## src/rtl/fifo_fwft_mr.sv

```systemverilog
// fifo_fwft_mr: first-word-fall-through FIFO, one write port broadcast to RD_NUM
// independent readers. Each pushed word is delivered once to every reader; the
// slowest reader throttles the writer through full.
// Latency: push at edge N -> word visible on every idle reader after edge N+1.
// Backpressure: push while full is dropped; pop while empty[k] is ignored.
//
// Ports:
//   clk, rst_n        clock (rising edge), asynchronous active-low reset
//   Reset             synchronous clear, highest priority
//   push, data_in     write strobe and word
//   full, almost_full storage cannot accept / fifo_count >= AFULL_THRESH
//   fifo_count        words in storage not yet fetched by the slowest reader
//   pop, data_out     per-reader consume strobe and output word (k-th slice)
//   empty             per-reader output word not valid
module fifo_fwft_mr #(
  parameter int DATA_WIDTH   = 4,
  parameter int ADDR_WIDTH   = 8,
  parameter int RAM_DEPTH    = 1 << ADDR_WIDTH,
  parameter int RD_NUM       = 2,
  parameter int AFULL_THRESH = RAM_DEPTH - 4
) (
  input  logic                         clk,
  input  logic                         rst_n,
  input  logic                         Reset,
  input  logic                         push,
  input  logic [DATA_WIDTH-1:0]        data_in,
  output logic                         full,
  output logic                         almost_full,
  output logic [ADDR_WIDTH:0]          fifo_count,
  input  logic [RD_NUM-1:0]            pop,
  output logic [RD_NUM*DATA_WIDTH-1:0] data_out,
  output logic [RD_NUM-1:0]            empty
);

  localparam int PW = ADDR_WIDTH + 1;
  localparam logic [PW-1:0] DEPTH_P = PW'(RAM_DEPTH);
  localparam logic [PW-1:0] AFULL_P = PW'(AFULL_THRESH);

  logic [DATA_WIDTH-1:0] mem_q [RAM_DEPTH];

  logic [PW-1:0]                   wr_ptr_q, wr_ptr_d;
  logic [RD_NUM-1:0][PW-1:0]       rd_ptr_q, rd_ptr_d;
  logic [RD_NUM-1:0]               valid_q, valid_d;
  logic [RD_NUM*DATA_WIDTH-1:0]    dout_q, dout_d;
  logic [RD_NUM-1:0][PW-1:0]       diff;
  logic [RD_NUM-1:0]               int_empty;
  logic [RD_NUM-1:0]               fetch;
  logic [PW-1:0]                   count;
  logic                            wr_en;

  // Occupancy seen by each reader; the extra pointer MSB makes the modulo
  // difference unambiguous between 0 (empty) and RAM_DEPTH (full).
  always_comb begin
    full  = 1'b0;
    count = '0;
    for (int k = 0; k < RD_NUM; k++) begin
      diff[k]      = wr_ptr_q - rd_ptr_q[k];
      int_empty[k] = (rd_ptr_q[k] == wr_ptr_q);
      if (diff[k] == DEPTH_P) full = 1'b1;
      if (diff[k] > count)    count = diff[k];
    end
  end

  assign fifo_count  = count;
  assign almost_full = (count >= AFULL_P);
  assign wr_en       = push && !full && !Reset;

  always_comb begin
    wr_ptr_d = wr_ptr_q;
    if (Reset)      wr_ptr_d = '0;
    else if (wr_en) wr_ptr_d = wr_ptr_q + 1'b1;
  end

  // Per-reader output stage: refill whenever the register is free or being
  // consumed this cycle, so a held pop streams one word per cycle.
  always_comb begin
    rd_ptr_d = rd_ptr_q;
    valid_d  = valid_q;
    dout_d   = dout_q;
    fetch    = '0;
    for (int k = 0; k < RD_NUM; k++) begin
      fetch[k] = !int_empty[k] && (!valid_q[k] || pop[k]);
      if (Reset) begin
        // Clear pointers and valid only; the output word is left as-is.
        rd_ptr_d[k] = '0;
        valid_d[k]  = 1'b0;
      end else if (fetch[k]) begin
        dout_d[k*DATA_WIDTH +: DATA_WIDTH] = mem_q[rd_ptr_q[k][ADDR_WIDTH-1:0]];
        rd_ptr_d[k] = rd_ptr_q[k] + 1'b1;
        valid_d[k]  = 1'b1;
      end else if (pop[k]) begin
        valid_d[k] = 1'b0;
      end
    end
  end

  always_ff @(posedge clk) begin
    if (wr_en) mem_q[wr_ptr_q[ADDR_WIDTH-1:0]] <= data_in;
  end

  always_ff @(posedge clk or negedge rst_n) begin
    if (!rst_n) begin
      wr_ptr_q <= '0;
      rd_ptr_q <= '0;
      valid_q  <= '0;
      dout_q   <= '0;
    end else begin
      wr_ptr_q <= wr_ptr_d;
      rd_ptr_q <= rd_ptr_d;
      valid_q  <= valid_d;
      dout_q   <= dout_d;
    end
  end

  assign data_out = dout_q;
  assign empty    = ~valid_q;

endmodule
```

## config.mk

```make
export PLATFORM = sky130hd
export DESIGN_NAME = fifo_fwft_mr
export DESIGN_NICKNAME = d
export VERILOG_FILES = /design/src/rtl/fifo_fwft_mr.sv
export SDC_FILE = /design/constraint.sdc
export NUM_CORES = 2
export LEC_CHECK = 0
export CAP_MARGIN = 20
export CELL_PAD_IN_SITES_DETAIL_PLACEMENT = 1
export CELL_PAD_IN_SITES_GLOBAL_PLACEMENT = 1
export CORE_ASPECT_RATIO = 0.75
export CORE_MARGIN = 2
export CORE_UTILIZATION = 50
export DETAILED_ROUTE_END_ITERATION = 12
export PLACE_DENSITY = 0.8
export SYNTH_ARGS = -nofsm -noshare
export SYNTH_HDL_FRONTEND = slang
export SYNTH_SLANG_ARGS = --single-unit
```

## constraint.sdc

```tcl
create_clock -name clk -period 4 [get_ports clk]
set_input_delay 0.4 -clock clk [delete_from_list [all_inputs] [get_ports clk]]
set_output_delay 0.4 -clock clk [all_outputs]
set_load 0.02 [all_outputs]
```

## Word-level counts from Yosys, hierarchy flattened

Memories as Yosys holds them, arrays and structs flattened. A register that Yosys moved wholly into a read port is not among the register bits.
Index checks and enable logic that the tools add are counted.

- Add/subtract/negate cells: 5
- $lt $le $gt $ge: 3
- Mux-type cells: 18
- Bitwise gates (word level): 2
- Eq/ne operators: 4
- Reductions and logical operators: 21

Operators with widths:

| cell | count |
|---|---|
| $mux W9 | 8 |
| $add A9 B1 Y9 const B | 3 |
| $eq A9 B9 Y1 | 2 |
| $eq A9 B9 Y1 const B | 2 |
| $sub A9 B9 Y9 | 2 |
| $mux W1 | 10 |
| $ge A9 B8 Y1 const B | 1 |
| $gt A9 B1 Y1 const B | 1 |
| $gt A9 B9 Y1 | 1 |
| $logic_not A1 Y1 | 8 |
| $reduce_bool A2 Y1 | 3 |
| $reduce_bool A3 Y1 | 2 |
| $logic_and A1 B1 Y1 | 4 |
| $reduce_and A2 Y1 | 2 |
| $logic_or A1 B1 Y1 | 2 |
| $not A2 Y2 | 1 |
| $not A1 Y1 | 1 |

- RAM bits: 1024
- Memories: 1
- Register bits after elaboration: 29

Memory list:

| memory | words | width | read ports | clocked after Yosys merged registers in | wr ports | line | RTL |
|---|---|---|---|---|---|---|---|
| mem_q | 256 | 4 | 2 | 2 | 1 | 39 | `logic [DATA_WIDTH-1:0] mem_q [RAM_DEPTH];` |

## Logic depth before layout (Yosys ltp)

- Depth in word-level cells: 9
- Depth in mapped cells: 19

## Worst setup path after synthesis

Ideal clock, no wire load.

- Path type: register to output
- Start point: register rd_ptr_q[2] (netlist bit)
- End point: output almost_full
- Arrival: 4.172 ns
- Buffers on the path: 4
- Stages on the path, launching flop included: 18
- Path slack: -0.572 ns
- Path through: dfrtp_1 > buf_2 > inv_2 > buf_1 > buf_1 > ha_1 > o21ai_1 > a211oi_1 > a211oi_1 > ha_1 > a21o_1 > a21oi_1 > o21a_1 > a31oi_1 > o31ai_1 > buf_1 > mux2_2 > o21bai_1

- Longest elaborated chain between the ends: 6

RTL lines:

| item | line | RTL |
|---|---|---|
| start: declaration | 42 | `logic [RD_NUM-1:0][PW-1:0] rd_ptr_q, rd_ptr_d;` |
| start signal: assignment | 109 | `rd_ptr_q <= rd_ptr_d;` |
| $sub A9 B9 Y9 (*) | 57 | `diff[k] = wr_ptr_q - rd_ptr_q[k];` |
| $gt A9 B1 Y1 | 60 | `if (diff[k] > count) count = diff[k];` |
| $mux W9 (*) | 60 |  |
| $gt A9 B9 Y1 | 60 |  |
| $mux W9 (*) | 60 |  |
| $ge A9 B8 Y1 (*) | 65 | `assign almost_full = (count >= AFULL_P);` |
| end: declaration | 28 | `output logic almost_full,` |

Mark *: on every way between the ends. The rest lies on a longest branch, timed or not.

## Worst setup path in the final report

- Start point: register rd_ptr_q[9] (netlist bit)
- End point: output almost_full

- Longest elaborated chain between the ends: 4

RTL lines:

| item | line |
|---|---|
| $sub A9 B9 Y9 (*) | 57 |
| $gt A9 B9 Y1 | 60 |
| $mux W9 (*) | 60 |
| $ge A9 B8 Y1 (*) | 65 |

Marked as above.

==> results.py <==
metrics = {
    "status": {
        "outcome": "finished with violations",
        "violations": "negative setup slack",
    },
    "cts": {
        "clk-insertion-delay-late_ns": 0.73,
        "ctsHtreeMaxLevel": 3,
        "clock_sinks": 1061,
        "numCtsBuffers": 102,
        "tritoncts": "built",
        "clk_pin_slew_ns": 0.06,
        "clk_path_buf_depth": 3,
        "clock_tree.root_cell": "clkbuf_16",
    },
    "die": {
        "overall_die_width_um": 376.9,
        "placement_rows": 102,
        "io-pin-count": 31,
        "floorplan.die.height_um": 283.6,
        "initial_utilization_pct": 50.49,
        "fp.dieArea_um2": 106900,
        "core_um2": 103200,
    },
    "detailed_routing": {
        "wl_mm": 187.1,
        "detail_route.wl_per_cell_um": 39.02,
        "vias": 35750,
        "met3_length_mm": 28.42,
        "first_pass_iters": 7,
        "route.antenna.remaining_nets": 0,
        "drc_errors": 0,
        "drt_iter0_drc": 6113,
        "met1_length_mm": 67.33,
        "route.met2.wl_mm": 81.56,
        "maxUsedRoutingLayer": "met5",
        "routed_via_density": 7.457,
    },
    "sta": {
        "worst_pin_slew_ns": 1.256,
        "rsz0062_at_grt": "yes",
        "fin_worst_skew_ns": 0.03645,
        "timing_hold_violations_final": 0,
        "slew_violations": 0,
        "fin_hold_ws_ns": 0.07979,
        "finalCritPeriodShare_pct": 114.2,
        "fmax_ghz": 0.2190,
        "finalWorstPathRequiredPeriod_ns": 4.566,
        "setup_ws_ns": -0.5661,
        "setup_viol": 19,
        "relSlewSlack_pct": 16.02,
    },
    "global_routing": {
        "grt_first_pass_wirelength_mm": 265.2,
        "grt_start_max_net_pins": 151,
        "globalRoute.totalOverflow": 0,
        "grt_antenna_before_repair": 7,
        "grt.total_usage_pct": 34.49,
        "number_of_global_route_vias_before_repair": 36280,
    },
    "logic_synthesis": {
        "post_synth_xor_area_fraction_pct": 0.4704,
        "synth_top_flop_cell": "edfxtp_1",
        "post_synth_fa_ha_maj_area_fraction_pct": 0.8208,
        "mappedNetlistArea_um2": 52130,
        "synth.lib_cells_used.distinct": 70,
        "instance_count_of_the_mapped_netlist": 3187,
        "synth-async-reset-ratio_pct": 3.487,
        "synth.yosys.seq_area_share_pct": 60.76,
        "yosys_warnings": 0,
        "dominant_combinational_cell_family_by_area_after_synthesis": "multiplexers",
        "synth-edff-count": 1024,
        "synth.net_count": 3230,
        "number_of_storage_elements_in_the_synthesis_netlist": 1061,
        "synth_mux_area_share_pct": 22.99,
        "compound_gate_fraction_of_synth_area_pct": 6.353,
        "synth-simple-area-share_pct": 5.777,
        "postSynthAreaPerCell_um2": 16.36,
    },
    "finish": {
        "fill_cells": 9211,
        "area_growth_syn_to_layout_pct": 13.77,
        "post_route_cells_drive_above_1_share_pct": 29.65,
        "finalInstanceArea_um2": 59310,
        "num-nets-final": 3402,
        "fin_util_pct": 57.45,
    },
    "worst_setup_path": {
        "crit_path_top_delay_cell": "dfrtp_4",
        "critPathRequiredTime_ns": 3.60,
        "crit_path_cell_trace": "ha_4 > fa_2 > nor2b_4 > nor3_2 > o21bai_1 > a21oi_1 > xor2_1 > inv_1 > ha_4 > nand3_2 > o21a_1 > a31oi_2 > o31ai_2 > buf_4 > buf_6 > mux2i_4 > o21bai_4 > buf_6",
        "crit_type": "reg -> out",
        "critical_path.top_delay_family": "compound AO/OA/AOI/OAI gates",
        "timing.critical_path.from_type": "flip-flop",
        "worst_path_largest_cell_delay_ns": 0.49,
        "critPathArrivalTime_ns": 4.17,
        "maximum_net_fanout_on_the_critical_path": 4,
        "worstPathBufferInverterCount": 4,
        "worstSetupEndpointType": "output pin",
    },
    "placement": {
        "port_buffers": 30,
        "dpl-instance-area_um2": 55060,
        "dp_hpwl_mm": 123.9,
        "place.gp.congestion": 0.9858,
    },
    "pwr": {
        "p_leak_nw": 18.35,
        "power_density_nw_per_um2": 604.0,
        "power.total_mw": 35.83,
        "vdd_drop_max_v": 0.0005627,
    },
    "run": {
        "max_cap_violations": 0,
    },
    "hold_path": {
        "hold_path_class": "in -> async",
    },
}
per-layer routing:
metal,up-vias,global-route usage [%]
met3,611,12.19
met5,-,0
met2,3113,49.66
met1,18450,47.60
met4,6,14.88
li1,13570,-
synth_stat cells (all sizes together), types with 10 or more instances:
cell	instances	area share, %
nor2b	26	0.31
o22ai	15	0.18
o211ai	10	0.14
inv	30	0.22
mux2i	224	4.3
buf	154	1.9
clkbuf	95	0.68
a211oi	18	0.27
o221ai	45	0.76
edfxtp	1024	59
nor2	250	1.8
nand2	115	0.83
ha	31	0.74
nand4	18	0.24
a22oi	91	1.3
xor2	11	0.18
mux2	17	0.37
o21ai	31	0.30
xnor2	17	0.29
dfrtp	37	1.8
a22o	23	0.39
a221oi	53	0.89
a21oi	94	0.91
mux4	424	18
nand3	73	0.71
and3	14	0.17
nor4	22	0.26
nor3	111	1.1
worst paths after layout:
kind                                  start            to  slack (ns)  cells past startpoint
worst max-delay path            rd_ptr_q[9]   almost_full       -0.57                     18
worst min-delay path                  rst_n   rd_ptr_q[1]        0.08                      2
worst max register to register  rd_ptr_q[1]   data_out[1]       -0.02                      9
worst min register to register  data_out[1]   data_out[1]        0.52                      1
max in group asynchronous             rst_n  rd_ptr_q[10]        3.38                      3
min in group clk                 data_in[0]  mem_q[85][0]        0.22                      1
cells in the final DEF (no fill, tap or decap), drive strengths merged, types with 11 or more instances in the layout:
cell / count
inv: 34
a221oi: 53
nor4: 22
nand2: 115
o22ai: 15
o21ai: 31
mux2i: 224
nor2: 250
o221ai: 45
nand3: 73
a22o: 23
nor2b: 26
a211oi: 18
mux2: 17
clkbuf: 126
buf: 297
edfxtp: 1024
nor3: 111
ha: 31
and3: 14
clkinv: 53
mux4: 424
dfrtp: 37
a22oi: 91
nand4: 18
xnor2: 17
a21oi: 94
xor2: 11
clkdlybuf4s50: 14
through the flow:
| stage | worst slack (ns) | TNS (ns) | std cells |
|---|---|---|---|
| after floorplan | 0.001598 | 0 | 3187 |
| after global placement | -0.4911 | -23.39 | 4580 |
| after detailed placement | -0.3884 | -46.45 | 4583 |
| after CTS | -0.4759 | -3.671 | 4786 |
| after global routing | -0.7012 | -8.476 | 4792 |
| final | -0.5661 | -4.418 | 4794 |
flip-flops by register name, indices dropped and copies added (netlist names):
signal    count
data_out      8
mem_q      1024
rd_ptr_q     18
valid_q       2
wr_ptr_q      9
kinds of logic (layout without fill, tap and decap cells):
group                      after synthesis  in the layout
muxes                                  665            665
xor gates and xnor gates                28             28
DFF                                   1061           1061
buffers and inverters                  285            538
and+or+nand+nor                        659            659
adders and majority gates               33             33
other                                    0              2
AOI/OAI and AO/OA                      456            456
repair_timing:
action	CTS	global route
endpoints found under the setup margin	370	276
buffers inserted	16	2
cloned	1	2
hold endpoints to repair	39	0
gates resized for setup	141	80
pin swaps	25	5
hold buffers	2	0
power breakdown:
group | total (mW) | switching (mW) | internal [mW]
logic | 13.8 | 7.53 | 6.22
clock network | 9.70 | 4.44 | 5.26
registers | 12.4 | 0.106 | 12.3
total | 35.8 | 12.1 | 23.7
final cells by class:
cell class	count	area, um^2	share of cell area [%]
Clock buffer	123	2663	4.489
Inverter	36	137.6	0.2320
Timing Repair Buffer	317	2874	4.846
Clock inverter	62	559.3	0.9430
Antenna cell	2	5.005	0.008438
Sequential cell	1061	31690	53.44
Multi-Input combinational cell	1841	19690	33.19
Tap cell	1352	1692	2.852
(Power assumes the default switching activity.)
